## config.mk

```make
export PLATFORM = sky130hd
export DESIGN_NAME = pipe_hazard_unit
export DESIGN_NICKNAME = d
export VERILOG_FILES = /design/src/rtl/pipe_hazard_unit.sv
export SDC_FILE = /design/constraint.sdc
export NUM_CORES = 1
export LEC_CHECK = 0
export BUFFER_PORTS_ARGS = -buffer_cell sky130_fd_sc_hd__buf_2
export CAP_MARGIN = 15
export CORE_ASPECT_RATIO = 0.6
export CORE_MARGIN = 3
export CORE_UTILIZATION = 45
export DETAILED_ROUTE_END_ITERATION = 8
export PLACE_DENSITY_LB_ADDON = 0.3
export SETUP_SLACK_MARGIN = 0.15
export SYNTH_ARGS = -nofsm -noshare
export SYNTH_HDL_FRONTEND = slang
export SYNTH_SLANG_ARGS = --single-unit
```

## constraint.sdc

```tcl
create_clock -name clk -period 2.6 [get_ports clk]
set_clock_uncertainty 0.15 [all_clocks]
set_input_delay 0.39 -clock clk [delete_from_list [all_inputs] [get_ports clk]]
set_output_delay 0.39 -clock clk [all_outputs]
set_load 0.05 [all_outputs]
```

## src/rtl/pipe_hazard_unit.sv

```systemverilog
// Data-hazard unit for the ID stage: tracks in-flight register writes per post-decode stage and
// picks a forwarding source per operand, or requests a stall when the value is not ready yet.
module pipe_hazard_unit #(
    parameter int unsigned STAGES   = 2,
    parameter int unsigned RA_W     = 5,
    parameter int unsigned FWD_EN   = 1,
    parameter int unsigned LOAD_LAT = 2,
    parameter int unsigned CNT_W    = 32,
    localparam int unsigned SEL_W   = $clog2(STAGES + 1)
) (
    input  logic             clk,
    input  logic             CLR_n,
    input  logic             halt,
    input  logic             flush,
    input  logic             id_valid,
    input  logic [RA_W-1:0]  id_rs,
    input  logic [RA_W-1:0]  id_rt,
    input  logic             id_rs_used,
    input  logic             id_rt_used,
    input  logic             id_wr_en,
    input  logic [RA_W-1:0]  id_wr_num,
    input  logic             id_is_load,
    output logic             stall,
    output logic [SEL_W-1:0] fwd_rs_sel,
    output logic [SEL_W-1:0] fwd_rt_sel,
    output logic [CNT_W-1:0] stall_cnt,
    output logic [CNT_W-1:0] fwd_cnt
);

    logic [STAGES:1] valid_q;
    logic [STAGES:1] late_q;
    logic [RA_W-1:0] num_q [1:STAGES];
    logic [CNT_W-1:0] stall_cnt_q;
    logic [CNT_W-1:0] fwd_cnt_q;

    logic [RA_W-1:0]  src [2];
    logic [1:0]       used;
    logic [1:0]       hazard;
    logic [SEL_W-1:0] raw_sel [2];
    logic             found;
    logic             ready;
    logic [SEL_W-1:0] hit_k;
    logic             issue;
    logic             fwd_used;

    always_comb begin
        src[0]     = id_rs;
        src[1]     = id_rt;
        used       = {id_rt_used, id_rs_used};
        hazard     = '0;
        raw_sel[0] = '0;
        raw_sel[1] = '0;
        found      = 1'b0;
        ready      = 1'b0;
        hit_k      = '0;
        for (int s = 0; s < 2; s++) begin
            found = 1'b0;
            ready = 1'b0;
            hit_k = '0;
            // Scan oldest to youngest so the youngest matching writer is the one kept.
            for (int k = int'(STAGES); k >= 1; k--) begin
                if (valid_q[k] && num_q[k] == src[s]) begin
                    found = 1'b1;
                    hit_k = SEL_W'(k);
                    ready = !late_q[k] || (k >= int'(LOAD_LAT));
                end
            end
            if (used[s] && src[s] != '0 && found) begin
                if (FWD_EN != 0 && ready) begin
                    raw_sel[s] = hit_k;
                end else begin
                    hazard[s] = 1'b1;
                end
            end
        end
    end

    assign stall      = id_valid && !flush && (hazard != '0);
    assign fwd_rs_sel = stall ? '0 : raw_sel[0];
    assign fwd_rt_sel = stall ? '0 : raw_sel[1];
    assign issue      = id_valid && !stall && id_wr_en && (id_wr_num != '0);
    assign fwd_used   = id_valid && !stall && (fwd_rs_sel != '0 || fwd_rt_sel != '0);

    always_ff @(posedge clk or negedge CLR_n) begin
        if (!CLR_n) begin
            valid_q     <= '0;
            late_q      <= '0;
            stall_cnt_q <= '0;
            fwd_cnt_q   <= '0;
            for (int k = 1; k <= int'(STAGES); k++) begin
                num_q[k] <= '0;
            end
        end else if (!halt) begin
            if (flush) begin
                valid_q <= '0;
            end else begin
                // Older entries keep advancing during a stall; the slot behind them is a bubble.
                for (int k = int'(STAGES); k >= 2; k--) begin
                    valid_q[k] <= valid_q[k-1];
                    late_q[k]  <= late_q[k-1];
                    num_q[k]   <= num_q[k-1];
                end
                valid_q[1] <= issue;
                late_q[1]  <= id_is_load;
                num_q[1]   <= id_wr_num;
                if (stall && stall_cnt_q != '1) begin
                    stall_cnt_q <= stall_cnt_q + CNT_W'(1);
                end
                if (fwd_used && fwd_cnt_q != '1) begin
                    fwd_cnt_q <= fwd_cnt_q + CNT_W'(1);
                end
            end
        end
    end

    assign stall_cnt = stall_cnt_q;
    assign fwd_cnt   = fwd_cnt_q;

endmodule

```

==> results of run 1 <==
power breakdown:
| part | internal (mW) | total, mW | leakage [nW] | switching, mW |
|---|---|---|---|---|
| Sequential | 1.23 | 1.28 | 1.01 | 0.0459 |
| Clock | 0.767 | 1.25 | 0.143 | 0.480 |
| Combinational | 0.162 | 0.311 | 2.21 | 0.149 |
| Total | 2.16 | 2.84 | 3.36 | 0.675 |
flip-flops by register name, summed over array words and instances, names as in the netlist:
| name | count |
|---|---|
| fwd_cnt | 32 |
| late_q | 1 |
| num_q | 10 |
| stall_cnt | 32 |
| valid_q | 2 |
timing repair:
item | in CTS | in global routing
endpoints found under the setup margin | 60 | 67
gates resized for setup | 65 | 56
buffers inserted | 16 | 6
cloned | 2 | 0
hold buffers | 1 | 0
hold endpoints to repair | 42 | 0
pin swaps | 27 | 34
placed cells by master, fill, tap and decap left out, types with 3 or more instances in the layout:
| cell | count |
|---|---|
| xnor2_2 | 6 |
| xor2_1 | 47 |
| nor2_1 | 10 |
| mux2_2 | 11 |
| dfrtp_1 | 57 |
| xnor2_1 | 28 |
| clkbuf_16 | 9 |
| dfrtp_2 | 20 |
| or4_4 | 3 |
| nor3_2 | 6 |
| nand2_2 | 6 |
| buf_6 | 12 |
| nand3_1 | 19 |
| a2111oi_4 | 3 |
| nand4_1 | 15 |
| buf_4 | 47 |
| buf_12 | 7 |
| and2_1 | 5 |
| nor2_4 | 7 |
| and3_1 | 8 |
| nor3_4 | 13 |
| buf_8 | 10 |
| nor4_4 | 16 |
| buf_2 | 86 |
| nand2_1 | 25 |
| nor3_1 | 3 |
| inv_1 | 5 |
cells by family after synthesis:
family | Yosys count | synth area share
AO/OA/AOI/OAI | 11 | 0.0398
XOR/XNOR | 82 | 0.176
adder cells (fa/ha/maj) | 2 | 0.00612
buffers and inverters | 15 | 0.0214
flip-flops | 77 | 0.471
multiplexers | 13 | 0.0358
AND/OR/NAND/NOR | 164 | 0.250
stage by stage:
stage                     std cells  hold slack [ps]  instance area, um2
final                           648              140                6310
after global routing            648              140                6310
after CTS                       642              132                5990
after detailed placement        607              269                5230
after global placement          607              262                5230
after floorplan                 364            -55.6                4280
area by class of cell:
cell class / count / area, um2 / share of cell area
flip-flops and latches: 77 / 1950 / 0.309
multi-input cells: 272 / 2630 / 0.416
repair buffers: 165 / 1270 / 0.202
well taps: 112 / 140 / 0.0222
inverters: 6 / 25.0 / 0.00397
clock inverters: 4 / 47.5 / 0.00753
clock buffers: 12 / 246 / 0.0391
worst max path at each step:
stage                      start  cells after the start       endpoint  slack (ps)
floorplan               id_rt[0]                      8    fwd_cnt[29]        -360
global placement        id_rt[3]                     10     fwd_cnt[4]        -150
detailed placement      id_rt[0]                     10    fwd_cnt[19]        -210
CTS                     num_q[2]                      6  fwd_rs_sel[1]          30
global route        stall_cnt[3]                      8   stall_cnt[1]        -180
finish              stall_cnt[3]                      8   stall_cnt[1]         -10
layer usage:
layer  vias up  wire (um)  GRT usage
met4         0        133     0.0440
li1       1627          -          -
met1      1673       5200      0.321
met2       113       5020      0.325
met5         -          0          0
met3        14        571     0.0488
worst reg2reg max path, cell delays in order, from the launching register on:
cell       delay (ps)
dfrtp_2           450
nand4_1           260
nor4_1            530
and4_1            360
a2111oi_4          70
buf_6             150
buf_4             130
buf_6             110
mux2_4            280
==> metrics.txt, run 1 <==
CP bufs+invs=3; worst setup path class=register to register; via count=3,427; vias per cell=roughly 5.3; PwrDens=450 nW/um2; nets=557; Leak=3.36 nW; synth top area cells=dfrtp_1 (47%), xor2_1 (10%), xnor2_1 (7.3%); Syn-to-layout area delta=54.3%; WP data arrival=2670 ps; GP Congestion=about 0.88; Root Driver=clkbuf_16; Async SR Flop Fraction=1.00; post-synthesis cell type count=41; DRT Pass-1 Iters=4; fin crit share=1.00; max incr delay on CP=530 ps; mapped cell area=4090 um2; vias in the first global route=3,438; Fillers=608; antenna violations before repair=0; die width=between 100 and 150 um; r2r setup slk=-10 ps; crit-path leading delay family=simple AND/OR/NAND/NOR gates; peak supply drop=0.338 mV; crit path capture type=register; highest clock rate=383 MHz; Worst EP required=2660 ps; full die area=10,300 um2; cell with the most instances after synthesis=dfrtp_1; Final WS setup=-12.0 ps; Slew Limit Fails=0; Num Clock Sinks=77; drt wl/cell=16.9 um; worst skew pair latency=330 ps; origin of the critical flop-to-flop path=stall_cnt[3]; Final ANT Viol Nets=0; TritonCTS clock tree=yes; Final setup viols=2; CTS Buffer Depth=2; Syn Inst Count=about 360; highest-delay cell along the critical path=nor4_1; largest net degree at the start of global routing=between 40 and 50; core area=8690 um2; final hold vios=0; yosys warns=0; CP startpoint kind=register; Overflow after GRT=0; setup TNS=-13.4 ps; sequential cell area fraction in the yosys report=0.471; total CTS buffers=9; Initial Utilization=0.471; EDFF count, synth=0; Hold EP=late_q[1]; Iteration-0 DRC Markers=168; Min Clock Period, post-route=2610 ps; Worst R2R Path Depth=8; top-area cell type share of the netlist area=0.471; number of synthesized register bits=77; status=complete, but fails checks; IO Count=93; Tot Pwr=between 2 and 3 mW; I/O Buffers=92; reg2reg end=stall_cnt[1]; critical path fanouts, max=6; Worst Hold Class=input port to register; utilization after layout=0.727; Max-Cap Viols=0; GRT Util Overall=0.217; antenna cells=0; clock-pin slew on the worst setup and hold paths=60 ps; top post-synthesis cells by count=dfrtp_1 (77), xor2_1 (48), xnor2_1 (34), nand2_1 (33), nand3_1 (22); area leader, netlist=dfrtp_1; max_slew headroom=0.636; Placement Setup Slack=-214 ps; cells along the critical path=nand4_1, nor4_1, and4_1, a2111oi_4, buf_6, buf_4, buf_6, mux2_4; DRC=0; final wirelength=between 10 and 15 mm; RSZ-0062 raised after global routing=yes; H-Tree Depth=3; Rows=26; share of layout cells above drive strength 1=0.552; syn_area_per_cell=11.2 um2; Die Y=79.9 um; actual slew at the worst max-slew pin=544 ps; WHS Path Cells=2; global-route wire length before repair=~18 mm; Post-Synthesis Net Count=390; most used cell, CP=buf_6; dpl hpwl=7.43 mm; violated checks=negative setup slack; min-delay src=id_is_load; ys flop type=dfrtp_1
No activity file was read; power rests on OpenSTA's default activity.
==> run 2, diff against run 1 <==
==> constraint.sdc (replaced) <==
create_clock -name clk -period 3.14 [get_ports clk]
set_clock_uncertainty 0.15 [all_clocks]
set_input_delay 0.471 -clock clk [delete_from_list [all_inputs] [get_ports clk]]
set_output_delay 0.471 -clock clk [all_outputs]
set_load 0.05 [all_outputs]
==> run 2 against run 1 <==
The flow now finishes without violations. Worst hold slack better by 8.1 ps. Core utilization is 13 points lower. First-iteration DRC count rose by 9.5%. Sequential cell count unchanged. Sequential power fell by 16%. Setup slack improved by 270 ps. Critical path depth decreased by 2. Routed wire length fell by 13%. Count of clock-buffer cells in the layout grew 1. Final area fell by 18%. Power fell by 19%.
==> metrics.txt, run 2 (synthesized netlist as in run 1, its figures left out) <==
IO Count=93 (unchanged); global-route wire length before repair=15.8 mm (was 17.6 mm); final hold vios=0 (unchanged); Iteration-0 DRC Markers=184 (was 168); Worst EP required=2520 ps (was 2660 ps); worst setup path class=input port to output port (was register to register); H-Tree Depth=3 (unchanged); cells along the critical path=buf_2, or4_4, o21ai_4, nor3_4, a2111oi_4, buf_2 (was nand4_1, nor4_1, and4_1, a2111oi_4, buf_6, buf_4, buf_6, mux2_4); highest-delay cell along the critical path=or4_4 (was nor4_1); dpl hpwl=7.12 mm (was 7.43 mm); Initial Utilization=0.471 (unchanged); PwrDens=444 nW/um2 (was 450 nW/um2); I/O Buffers=92 (unchanged); RSZ-0062 raised after global routing=no (was yes); Rows=26 (unchanged); most common cell after layout, fill and taps aside=buf_2 (unchanged); vias in the first global route=3,016 (was 3,438); clock-pin slew on the worst setup and hold paths=60 ps (about the same); Root Driver=clkbuf_16 (unchanged); Final setup viols=0 (was 2); nets=495 (was 557); Leak=2.73 nW (was 3.36 nW); vias per cell=5.32 (was 5.29); drt wl/cell=16.2 um (was 16.9 um); Max-Cap Viols=0 (unchanged); fin crit share=0.917; CP bufs+invs=2 (was 3); Gates resized, CTS repair=0 (was 65); worst skew pair latency=330 ps (about the same); share of layout cells above drive strength 1=0.365 (was 0.552); most used cell, CP=buf_2 (was buf_6); Fillers=746 (was 608); critical path fanouts, max=3 (was 6); Num Clock Sinks=77 (unchanged); postcts setup bufs=0 (was 16); highest clock rate=347 MHz; CTS Buffer Depth=2 (unchanged); actual slew at the worst max-slew pin=981 ps (was 544 ps); TritonCTS clock tree=yes (unchanged); crit path capture type=output port (was register); core area=8690 um2 (unchanged); design area=5200 um2 (was 6310 um2); Post-DP Area=4890 um2 (was 5230 um2); antenna violations before repair=0 (unchanged); Final ANT Viol Nets=0 (unchanged); WP data arrival=2260 ps (was 2670 ps); hold bufs inserted after CTS=0 (was 1); GRT Util Overall=0.194 (was 0.217); antenna cells=0 (unchanged); setup TNS=0 ps (was -13.4 ps); GP Congestion=0.835 (was 0.882); Die Y=79.9 um (unchanged); max_slew headroom=0.346 (was 0.636); largest net degree at the start of global routing=78 (was 45); most frequent cells in the layout=buf_2 (91), dfrtp_1 (67), xor2_1 (48) (was buf_2 (86), dfrtp_1 (57), xor2_1 (47), buf_4 (47), xnor2_1 (28)); crit-path leading delay family=compound AO/OA/AOI/OAI gates (was simple AND/OR/NAND/NOR gates); Overflow after GRT=0 (unchanged); Worst Hold Class=input port to async pin (was input port to register); Slew Limit Fails=0 (unchanged); final wirelength=9.47 mm (was 10.9 mm); full die area=10,300 um2 (unchanged); final hold slack=148 ps (was 140 ps); Syn-to-layout area delta=27.2% (was 54.3%); total CTS buffers=9 (unchanged); peak supply drop=0.281 mV (was 0.338 mV); Min Clock Period, post-route=2880 ps; status=completed (was complete, but fails checks); DRT Pass-1 Iters=4 (unchanged); via count=3,118 (was 3,427); DRC=0 (unchanged); CP startpoint kind=input port (was register); max incr delay on CP=550 ps (was 530 ps); die width=129 um (unchanged); r2r setup slk=370 ps (was -10 ps)
## run 2: changes by cell type in the layout (fill, tap and decap cells not counted), sizes merged
cell         change
clkbuf           +1
clkinv           -1
buf             -61
dlygate4sd3      -1
## run 2: area by class of cell
type	instances	area [um2]	share of cell area
Multi-Input combinational cell	272	2230	0.429
Sequential cell	77	1940	0.373
Timing Repair Buffer	103	558	0.107
Clock buffer	13	270	0.0519
Tap cell	112	140	0.0269
Clock inverter	3	42.5	0.00818
Inverter	6	22.5	0.00433
## run 2: per-layer routing
| metal | up-vias | track usage | routed length [um] |
|---|---|---|---|
| met3 | 5 | 0.0528 | 464 |
| met5 | - | 0 | 0 |
| met2 | 75 | 0.274 | 4200 |
| met4 | 0 | 0.0524 | 55 |
| met1 | 1542 | 0.289 | 4750 |
| li1 | 1496 | - | - |
## run 2: path summary, 6_finish.rpt
kind | startpoint | to | cells after the start
min in group clk | halt | valid_q[2] | 2
worst min register to register | stall_cnt[30] | stall_cnt[30] | 1
worst min-delay path | CLR_n | fwd_cnt[15] | 1
worst max register to register | num_q[8] | stall_cnt[19] | 8
max in group asynchronous | CLR_n | fwd_cnt[0] | 1
worst max-delay path | id_rt[0] | fwd_rs_sel[1] | 6
## run 2: where the power goes
| part | switching, mW | internal, mW | total, mW |
|---|---|---|---|
| combinational | 0.0905 | 0.0790 | 0.170 |
| sequential | 0.0432 | 1.02 | 1.07 |
| clock | 0.395 | 0.680 | 1.07 |
| total | 0.529 | 1.78 | 2.31 |
## run 2: stage by stage
step	cells	setup slack (ps)	util	power, mW
after floorplan	364	89.3	-	1.18
after global placement	570	233	0.563	1.25
after detailed placement	570	211	0.563	1.25
after CTS	586	235	0.599	2.34
after global routing	586	192	0.599	2.40
final	586	260	0.599	2.31
